## src/rtl/fifo_rr_sched_pkg.sv

```systemverilog
// fifo_rr_sched_pkg
//   Shared types and width helpers for the round-robin fifo read scheduler.
//   - state_t     : scheduler FSM encoding
//   - grant_w()   : width of a port index, never less than 1 bit
//   - burst_cnt_w(): width of a counter that can hold 0..BURST
package fifo_rr_sched_pkg;

    typedef enum logic [1:0] {
        ST_IDLE = 2'd0,
        ST_READ = 2'd1,
        ST_LOAD = 2'd2,
        ST_SEND = 2'd3
    } state_t;

    function automatic int grant_w(input int n_ports);
        return (n_ports > 2) ? $clog2(n_ports) : 1;
    endfunction

    function automatic int burst_cnt_w(input int burst);
        return $clog2(burst + 1);
    endfunction

endpackage

```

## src/rtl/fifo_rr_sched_rr_pick.sv

```systemverilog
// rr_pick
//   Combinational round-robin picker. Returns the first requesting port
//   after 'last', wrapping modulo N_PORTS.
//   Ports:
//     req   [N_PORTS]  request per port (bit i = port i)
//     last  [GRANT_W]  most recently served port
//     grant [GRANT_W]  chosen port (0 when nothing requests)
//     any              at least one request present
module rr_pick #(
    parameter int N_PORTS = 4,
    parameter int GRANT_W = 2
) (
    input  logic [N_PORTS-1:0] req,
    input  logic [GRANT_W-1:0] last,
    output logic [GRANT_W-1:0] grant,
    output logic               any
);

    logic [2*N_PORTS-1:0] req_dbl;
    logic                 found;

    // Doubling the request vector turns the wrap-around search into a
    // linear scan of the window (last, last+N_PORTS].
    always_comb begin
        req_dbl = {req, req};
        grant   = '0;
        found   = 1'b0;
        for (int k = 0; k < 2*N_PORTS; k++) begin
            if (!found && req_dbl[k] && (k > int'(last)) && (k <= int'(last) + N_PORTS)) begin
                found = 1'b1;
                grant = GRANT_W'(k % N_PORTS);
            end
        end
    end

    assign any = |req;

endmodule

```

## src/rtl/fifo_rr_sched.sv

```systemverilog
// fifo_rr_sched
//   Drains N_PORTS fifos into one registered valid/ready stream, serving a
//   granted port for up to BURST words before rotating round-robin.
//   Ports:
//     clk, rst      clock, asynchronous active-high reset
//     fifo_empty    per-fifo empty flag
//     fifo_dout     per-fifo registered read data, port i at [i*D_SIZE +: D_SIZE]
//     fifo_rd_en    per-fifo pop strobe, one-hot or zero
//     m_data/m_src  output word and its source port
//     m_valid/m_ready output handshake
//     busy          scheduler not in IDLE
//   Build option: FIFO_RR_SCHED_PRIO0_EN gives port 0 strict priority.
//
//   state | meaning
//   IDLE  | waiting for any non-empty fifo; picks the next grant
//   READ  | pop strobe to the granted fifo
//   LOAD  | fifo d_out valid; capture into the output register
//   SEND  | hold output until accepted; continue burst or release grant
module fifo_rr_sched
    import fifo_rr_sched_pkg::*;
#(
    parameter int N_PORTS = 4,
    parameter int D_SIZE  = 32,
    parameter int BURST   = 4
) (
    input  logic                          clk,
    input  logic                          rst,
    input  logic [N_PORTS-1:0]            fifo_empty,
    input  logic [N_PORTS*D_SIZE-1:0]     fifo_dout,
    output logic [N_PORTS-1:0]            fifo_rd_en,
    output logic [D_SIZE-1:0]             m_data,
    output logic [grant_w(N_PORTS)-1:0]   m_src,
    output logic                          m_valid,
    input  logic                          m_ready,
    output logic                          busy
);

    localparam int GRANT_W = grant_w(N_PORTS);
    localparam int CNT_W   = burst_cnt_w(BURST);
    localparam logic [CNT_W-1:0]   BURST_MAX = CNT_W'(BURST);
    localparam logic [GRANT_W-1:0] LAST_RST  = GRANT_W'(N_PORTS - 1);

    state_t               state_q,   state_d;
    logic [GRANT_W-1:0]   grant_q,   grant_d;
    logic [GRANT_W-1:0]   last_q,    last_d;
    logic [CNT_W-1:0]     cnt_q,     cnt_d;
    logic [D_SIZE-1:0]    m_data_q,  m_data_d;
    logic [GRANT_W-1:0]   m_src_q,   m_src_d;
    logic                 m_valid_q, m_valid_d;

    logic [N_PORTS-1:0]   req;
    logic [GRANT_W-1:0]   pick;
    logic                 pick_any;
    logic                 prio_hit;
    logic                 preempt;
    logic                 upd_last;

`ifdef FIFO_RR_SCHED_PRIO0_EN
    // Port 0 bypasses the rotation entirely, so it is hidden from the picker
    // and never recorded as last grant; ports 1..N-1 keep their own order.
    assign req      = ~fifo_empty & ~N_PORTS'(1);
    assign prio_hit = ~fifo_empty[0];
    assign preempt  = prio_hit && (grant_q != '0);
    assign upd_last = (grant_q != '0);
`else
    assign req      = ~fifo_empty;
    assign prio_hit = 1'b0;
    assign preempt  = 1'b0;
    assign upd_last = 1'b1;
`endif

    rr_pick #(
        .N_PORTS (N_PORTS),
        .GRANT_W (GRANT_W)
    ) u_pick (
        .req   (req),
        .last  (last_q),
        .grant (pick),
        .any   (pick_any)
    );

    always_comb begin
        state_d   = state_q;
        grant_d   = grant_q;
        last_d    = last_q;
        cnt_d     = cnt_q;
        m_data_d  = m_data_q;
        m_src_d   = m_src_q;
        m_valid_d = m_valid_q;
        case (state_q)
            ST_IDLE: begin
                if (prio_hit) begin
                    grant_d = '0;
                    cnt_d   = '0;
                    state_d = ST_READ;
                end else if (pick_any) begin
                    grant_d = pick;
                    cnt_d   = '0;
                    state_d = ST_READ;
                end
            end
            ST_READ: begin
                state_d = ST_LOAD;
            end
            ST_LOAD: begin
                m_data_d  = fifo_dout[int'(grant_q)*D_SIZE +: D_SIZE];
                m_src_d   = grant_q;
                m_valid_d = 1'b1;
                if (cnt_q < BURST_MAX) begin
                    cnt_d = cnt_q + CNT_W'(1);
                end
                state_d = ST_SEND;
            end
            ST_SEND: begin
                // The pop was two cycles ago, so fifo_empty already reflects it.
                if (m_valid_q && m_ready) begin
                    m_valid_d = 1'b0;
                    if ((cnt_q < BURST_MAX) && !fifo_empty[grant_q] && !preempt) begin
                        state_d = ST_READ;
                    end else begin
                        if (upd_last) begin
                            last_d = grant_q;
                        end
                        state_d = ST_IDLE;
                    end
                end
            end
            default: begin
                state_d = ST_IDLE;
            end
        endcase
    end

    always_ff @(posedge clk or posedge rst) begin
        if (rst) begin
            state_q   <= ST_IDLE;
            grant_q   <= '0;
            last_q    <= LAST_RST;
            cnt_q     <= '0;
            m_data_q  <= '0;
            m_src_q   <= '0;
            m_valid_q <= 1'b0;
        end else begin
            state_q   <= state_d;
            grant_q   <= grant_d;
            last_q    <= last_d;
            cnt_q     <= cnt_d;
            m_data_q  <= m_data_d;
            m_src_q   <= m_src_d;
            m_valid_q <= m_valid_d;
        end
    end

    always_comb begin
        fifo_rd_en = '0;
        if (state_q == ST_READ) begin
            fifo_rd_en[grant_q] = 1'b1;
        end
    end

    assign m_data  = m_data_q;
    assign m_src   = m_src_q;
    assign m_valid = m_valid_q;
    assign busy    = (state_q != ST_IDLE);

endmodule

```

## config.mk

```make
export PLATFORM = sky130hd
export DESIGN_NAME = fifo_rr_sched
export DESIGN_NICKNAME = d
export VERILOG_FILES = /design/src/rtl/fifo_rr_sched_pkg.sv /design/src/rtl/fifo_rr_sched_rr_pick.sv /design/src/rtl/fifo_rr_sched.sv
export SDC_FILE = /design/constraint.sdc
export NUM_CORES = 1
export LEC_CHECK = 0
export BUFFER_PORTS_ARGS = -buffer_cell sky130_fd_sc_hd__buf_4
export CAP_MARGIN = 20
export CELL_PAD_IN_SITES_DETAIL_PLACEMENT = 1
export CELL_PAD_IN_SITES_GLOBAL_PLACEMENT = 1
export CORE_MARGIN = 2
export CORE_UTILIZATION = 31
export DETAILED_ROUTE_END_ITERATION = 8
export PLACE_DENSITY = 0.83
export SETUP_SLACK_MARGIN = 0.05
export SYNTH_ARGS = -nofsm -noshare
export SYNTH_HDL_FRONTEND = slang
export SYNTH_SLANG_ARGS = --single-unit
```

## constraint.sdc

```tcl
create_clock -name clk -period 3.9 [get_ports clk]
set_input_delay 1.17 -clock clk [delete_from_list [all_inputs] [get_ports clk]]
set_output_delay 1.17 -clock clk [all_outputs]
set_load 0.03 [all_outputs]
```

# Word-level counts from Yosys, hierarchy flattened
# Index checks and enable logic that the tools add are counted.
[totals] out_inout_bits=40 in_bits=135 elab_cells=94 mem_count=0 regBits=44 rom_bits=0 latch_bits=0 mem_bits_rw=0
[op_classes] n_mul=0 n_mux=27 n_bitwise=2 addsub=2 eq_ne=6 div_mod_pow=0 order_cmp=13 reduce_logical=36 shifts=1
[ops] cell="$le 4x32->1 const A" n=4
[ops] cell="$shiftx 128x8->32" n=1
[ops] cell="$le 3x32->1 const A" n=2
[ops] cell="$le 2x32->1 const A" n=1
[ops] cell="$logic_and 1x1->1" n=19
[ops] cell="$mux 2" n=8
[ops] cell="$mux 1" n=11
[ops] cell="$pmux 2 s4" n=1
[ops] cell="$logic_not 1->1" n=7
[ops] cell="$mux 3" n=2
[ops] cell="$ne 2x2->1 const B" n=3
[ops] cell="$pmux 3 s2" n=1
[ops] cell="$reduce_and 2->1" n=3
[ops] cell="$reduce_and 3->1" n=2
[ops] cell="$reduce_bool 2->1" n=3
[ops] cell="$add 2x3->4 const B" n=1
[ops] cell="$eq 2x2->1 const B" n=2
[ops] cell="$gt 2x2->1 const A" n=2
[ops] cell="$mux 4" n=1
[ops] cell="$not 4->4" n=1
[ops] cell="$reduce_or 4->1" n=1
[ops] cell="$add 3x1->3 const B" n=1
[ops] cell="$lt 2x3->1 const B" n=1
[ops] cell="$lt 3x3->1 const B" n=1
[ops] cell="8 further kinds" n=8

# Depth between registers and ports, before layout
[logic_depth] depth_word=30 mapped_depth=6

# By module
# A second synthesis with hierarchy kept.
[hier_totals] cells_unflattened=194 hier_area_um2=2897.8
[modules_own_cells] module="fifo_rr_sched" cells_per_inst=180 n_inst=1 area_each_um2=2811.4
[modules_own_cells] module="rr_pick" cells_per_inst=14 n_inst=1 area_each_um2=86.3

# Least setup slack after synthesis
# No wires, ideal clock.
[synth_timing] path_type="register to output" startpoint="reg state_q[1]" endpoint="out fifo_rd_en[0]" arrival_ns=1.424 stages_incl_launch_ff=4 path_slack_ns=1.306 path_buffers=0 t_required_ns=2.730 cell_sequence="dfrtp_1 inv_1 ha_1 nor3b_1"
[synth_via] elab_chain_cells=2
[synth_lines] element="from (decl)" line_no="fifo_rr_sched.sv:43" rtl="state_t state_q, state_d;"
[synth_lines] element="from (signal assigned)" line_no="fifo_rr_sched.sv:144" rtl="state_q <= state_d;"
[synth_lines] element="$eq 2x1->1" line_no="fifo_rr_sched.sv:156" rtl="if (state_q == ST_READ) begin"
[synth_lines] element="$mux 4" line_no="fifo_rr_sched.sv:156"
[synth_lines] element="to (decl)" line_no="fifo_rr_sched.sv:30" rtl="output logic [N_PORTS-1:0] fifo_rd_en,"
# Every way passes these cells.

# Worst setup path in the final report
[layout_timing] startpoint="reg grant_q[1]" endpoint="out fifo_rd_en[3]"
[layout_via] elab_chain_cells=5 elab_cells_between_ends=6 cone_classes="2 x order compare; 3 x mux; 1 x reduce/logical"
[layout_lines] element="from (decl)" line_no="fifo_rr_sched.sv:44" rtl="logic [GRANT_W-1:0] grant_q, grant_d;"
[layout_lines] element="from (signal assigned)" line_no="fifo_rr_sched.sv:145" rtl="grant_q <= grant_d;"
[layout_lines] element="$lt 2x3->1 (implied by the code) or $ge 2x1->1 (tied branches)" line_no="fifo_rr_sched.sv:157" rtl="fifo_rd_en[grant_q] = 1'b1;"
[layout_lines] element="$logic_and 1x1->1 (implied by the code)" line_no="fifo_rr_sched.sv:157"
[layout_lines] element="$mux 1 (implied by the code)" line_no="fifo_rr_sched.sv:157"
[layout_lines] element="$demux 1 s2 (*)" line_no="fifo_rr_sched.sv:157"
[layout_lines] element="$mux 4 (*)" line_no="fifo_rr_sched.sv:156"
# Every way passes the cells marked *; elsewhere a longest branch is shown, timed or not.

==> results by group <==
Placed design
  • I/O Buffers: 174
  • DP Worst Slack: 1290 ps
  • Gpl congestion: 0.864
  • Area after DPL: 0.00432 mm^2
  • DP Wirelength: 6670 um

Global routing
  • Initial antenna violation count: 0
  • Vias in the first global route: 2,767
  • Tot GR Track Use: 16.4%
  • First-pass GRT wire length: 13,400 um
  • Congestion Overflow GR: 0
  • Largest net degree at the start of global routing: 45

Yosys
  • Synth Area in Compound Gates: 6.35%
  • Library cells used by synthesis: 39
  • Mapped Cells: 200
  • Mapped Avg Cell Area: 14.8 um^2
  • Adder-Cell Fraction of Synth Area: 2.88%
  • Async S/R FF share, synth: 100%
  • Post-synthesis xor/xnor area fraction: 0.296%
  • Number of synthesized register bits: 44
  • EDFF count, synth: 0
  • Post-Synthesis Cell Area: 0.00296 mm^2
  • Register area share after synthesis: 37.3%
  • Syn_nets: 341
  • Synth top area share: 35.5%
  • Post-synthesis simple-gate area fraction: 4.57%
  • Top post-synthesis cells by area: dfrtp_1 (36%), mux4_2 (24%), mux2_4 (15%)
  • Mux share of post-synthesis cell area: 42.9%
  • Ys flop type: dfrtp_1
  • Synthesis Warnings: 0
  • Post-synth top area cell: dfrtp_1
  • Main combinational cell family by area after synthesis: multiplexers

Critical path
  • RR Startpoint: state_q[0]
  • Crit. End Element: output port
  • Worst Setup Start Kind: flip-flop
  • Required time of the critical path: 2730 ps
  • RR Endpoint: cnt_q[1]
  • CP Max Fanout: 42
  • CP Class: flip-flop to output port
  • CP Data Arrival Time: 1740 ps
  • R2R Setup Slk: 1670 ps
  • Reg2reg path depth: 5

CTS
  • CTS Sinks: 44
  • CTS tree: built
  • TritonCTS Buffers: 5
  • # resized after CTS: 0
  • Hold Buf Count CTS: 0
  • Skew-Pair Late Insertion Delay: 300 ps
  • H-tree depth: 2
  • Setup Fix Bufs, Post-CTS: 0
  • Reg clk slew, reported paths: 90 ps
  • Root Buffer: clkbuf_8
  • Clock tree buffer depth: 2

Floorplanning
  • Die Y: 102 um
  • Core Region: 0.00924 mm^2
  • DIE AREA: 0.0103 mm^2
  • Initial core utilization: 32.0%
  • I/O pins: 175
  • Row cnt: 35
  • Width of the die: 102 um

Route
  • Number of remaining DRC errors: 0
  • Routed WL: 8630 um
  • Routed Antenna Nets: 0
  • Initial drt markers: 26
  • Routed len/inst: 17.3 um
  • Vias per cell: 4.90
  • DR vias: 2,439
  • First drt pass iteration count: 4

Finish
  • Fillcell total: 1,009
  • Final net count: 509
  • Layout cell share with drive strength beyond 1: 69.6%
  • Commonest non-fill, non-tap cell in the layout: buf_4
  • Commonest non-fill, non-tap cells in the layout: buf_4 (176), dfrtp_1 (40), mux4_2 (32)
  • # diodes: 0
  • Post-route cell area: 0.00444 mm^2
  • Area growth, synth to finish: 50.0%
  • Post-layout util: 48.0%

Pwr
  • Pwr dens: 786 mW/mm^2
  • Worst vdd ir: 0.325 mV
  • Static leakage: 0.00209 uW

Worst hold path
  • Worst min-delay path startpoint: m_src[1]
  • Worst Hold End: m_src[1]
  • Worst Hold Path Cells: 1
  • Hold Path Class: flip-flop to flip-flop

Timing
  • Fmax: 344 MHz
  • PnR worst setup slack: 990 ps
  • Min Hold Slack: 514 ps
  • Worst Tran Pin Value: 930 ps
  • Rel. slew slack: 38.0%
  • Clock Skew: 8.97 ps
  • Fin crit share: 74.6%
  • Final setup vio count: 0
  • Final Hold Fails: 0
  • Post-layout min period: 2910 ps
  • Max Transition Viols Final: 0
  • RSZ-0062 raised after global routing: no
  • Setup TNS Final: 0 ps

Outcome
  • Outcome: complete, no violations

Flow run
  • Maxcap violations: 0
==> cell type report <==
| cell class | count | area (um^2) | area share (%) |
|---|---|---|---|
| clock buffer | 6 | 82.6 | 1.86 |
| sequential | 44 | 1110 | 24.9 |
| timing repair buffer | 176 | 1320 | 29.8 |
| multi-input combinational | 130 | 1690 | 38.0 |
| inverter | 11 | 41.3 | 0.930 |
| tap | 129 | 161 | 3.64 |
| clock inverter | 2 | 38.8 | 0.874 |
==> worst max-delay path by stage <==
stage               start       endpoint  slack [ps]
2_1_floorplan  state_q[1]  fifo_rd_en[0]        1310
3_3_place_gp   grant_q[1]  fifo_rd_en[3]        1310
3_5_place_dp   grant_q[1]  fifo_rd_en[3]        1290
4_1_cts        grant_q[1]  fifo_rd_en[3]         950
5_1_grt        grant_q[1]  fifo_rd_en[3]         850
6_report       grant_q[1]  fifo_rd_en[3]         990
==> registers in the layout, indices dropped and copies added (netlist names) <==
signal   cells
m_data      32
grant_q      2
last_q       2
state_q      2
cnt_q        3
m_src        2
m_valid      1
==> report_power, final <==
group	internal, uW	total, uW	switching [uW]
clock	210	372	162
combinational	1140	2170	1020
sequential	700	948	247
==> Yosys cell counts (all sizes together), types with 3 or more instances <==
library cell and instances:
mux4 32, o221ai 3, nand3 4, buf 13, mux2 35, o21ai 3
a21oi 3, nor2 6, inv 11, mux2i 4, a211o 3, dfrtp 42
nand2 5, ha 6
==> worst max-delay path, cell delays in order (launching register included) <==
cell     delay [ps]
dfrtp_2         990
and3_1          280
buf_4           160
==> layer usage <==
metal / up-vias / GRT usage (%) / routed length (um) / share of wire (%)
met1: 1222 / 19.5 / 3340 / 39
met2: 97 / 31.2 / 4640 / 54
met3: 0 / 3.31 / 653 / 7.6
met5: - / 0 / 0 / 0
met4: 0 / 1.66 / 0 / 0
li1: 1120 / - / - / -
==> cell families after synthesis <==
logic type               after synthesis
AO/OA/AOI/OAI                         25
buffers and inverters                 26
AND/OR/NAND/NOR                       26
XOR/XNOR                               1
multiplexers                          71
adder cells (fa/ha/maj)                7
flip-flops                            44
==> per-stage QoR <==
| step | total power, uW | instances |
|---|---|---|
| 3_5_place_dp | 3150 | 490 |
| 3_3_place_gp | 3070 | 490 |
| 4_1_cts | 3540 | 498 |
| 6_report | 3490 | 498 |
| 5_1_grt | 3720 | 498 |
| 2_1_floorplan | 2520 | 200 |
Power figures use the tool's default switching activity.
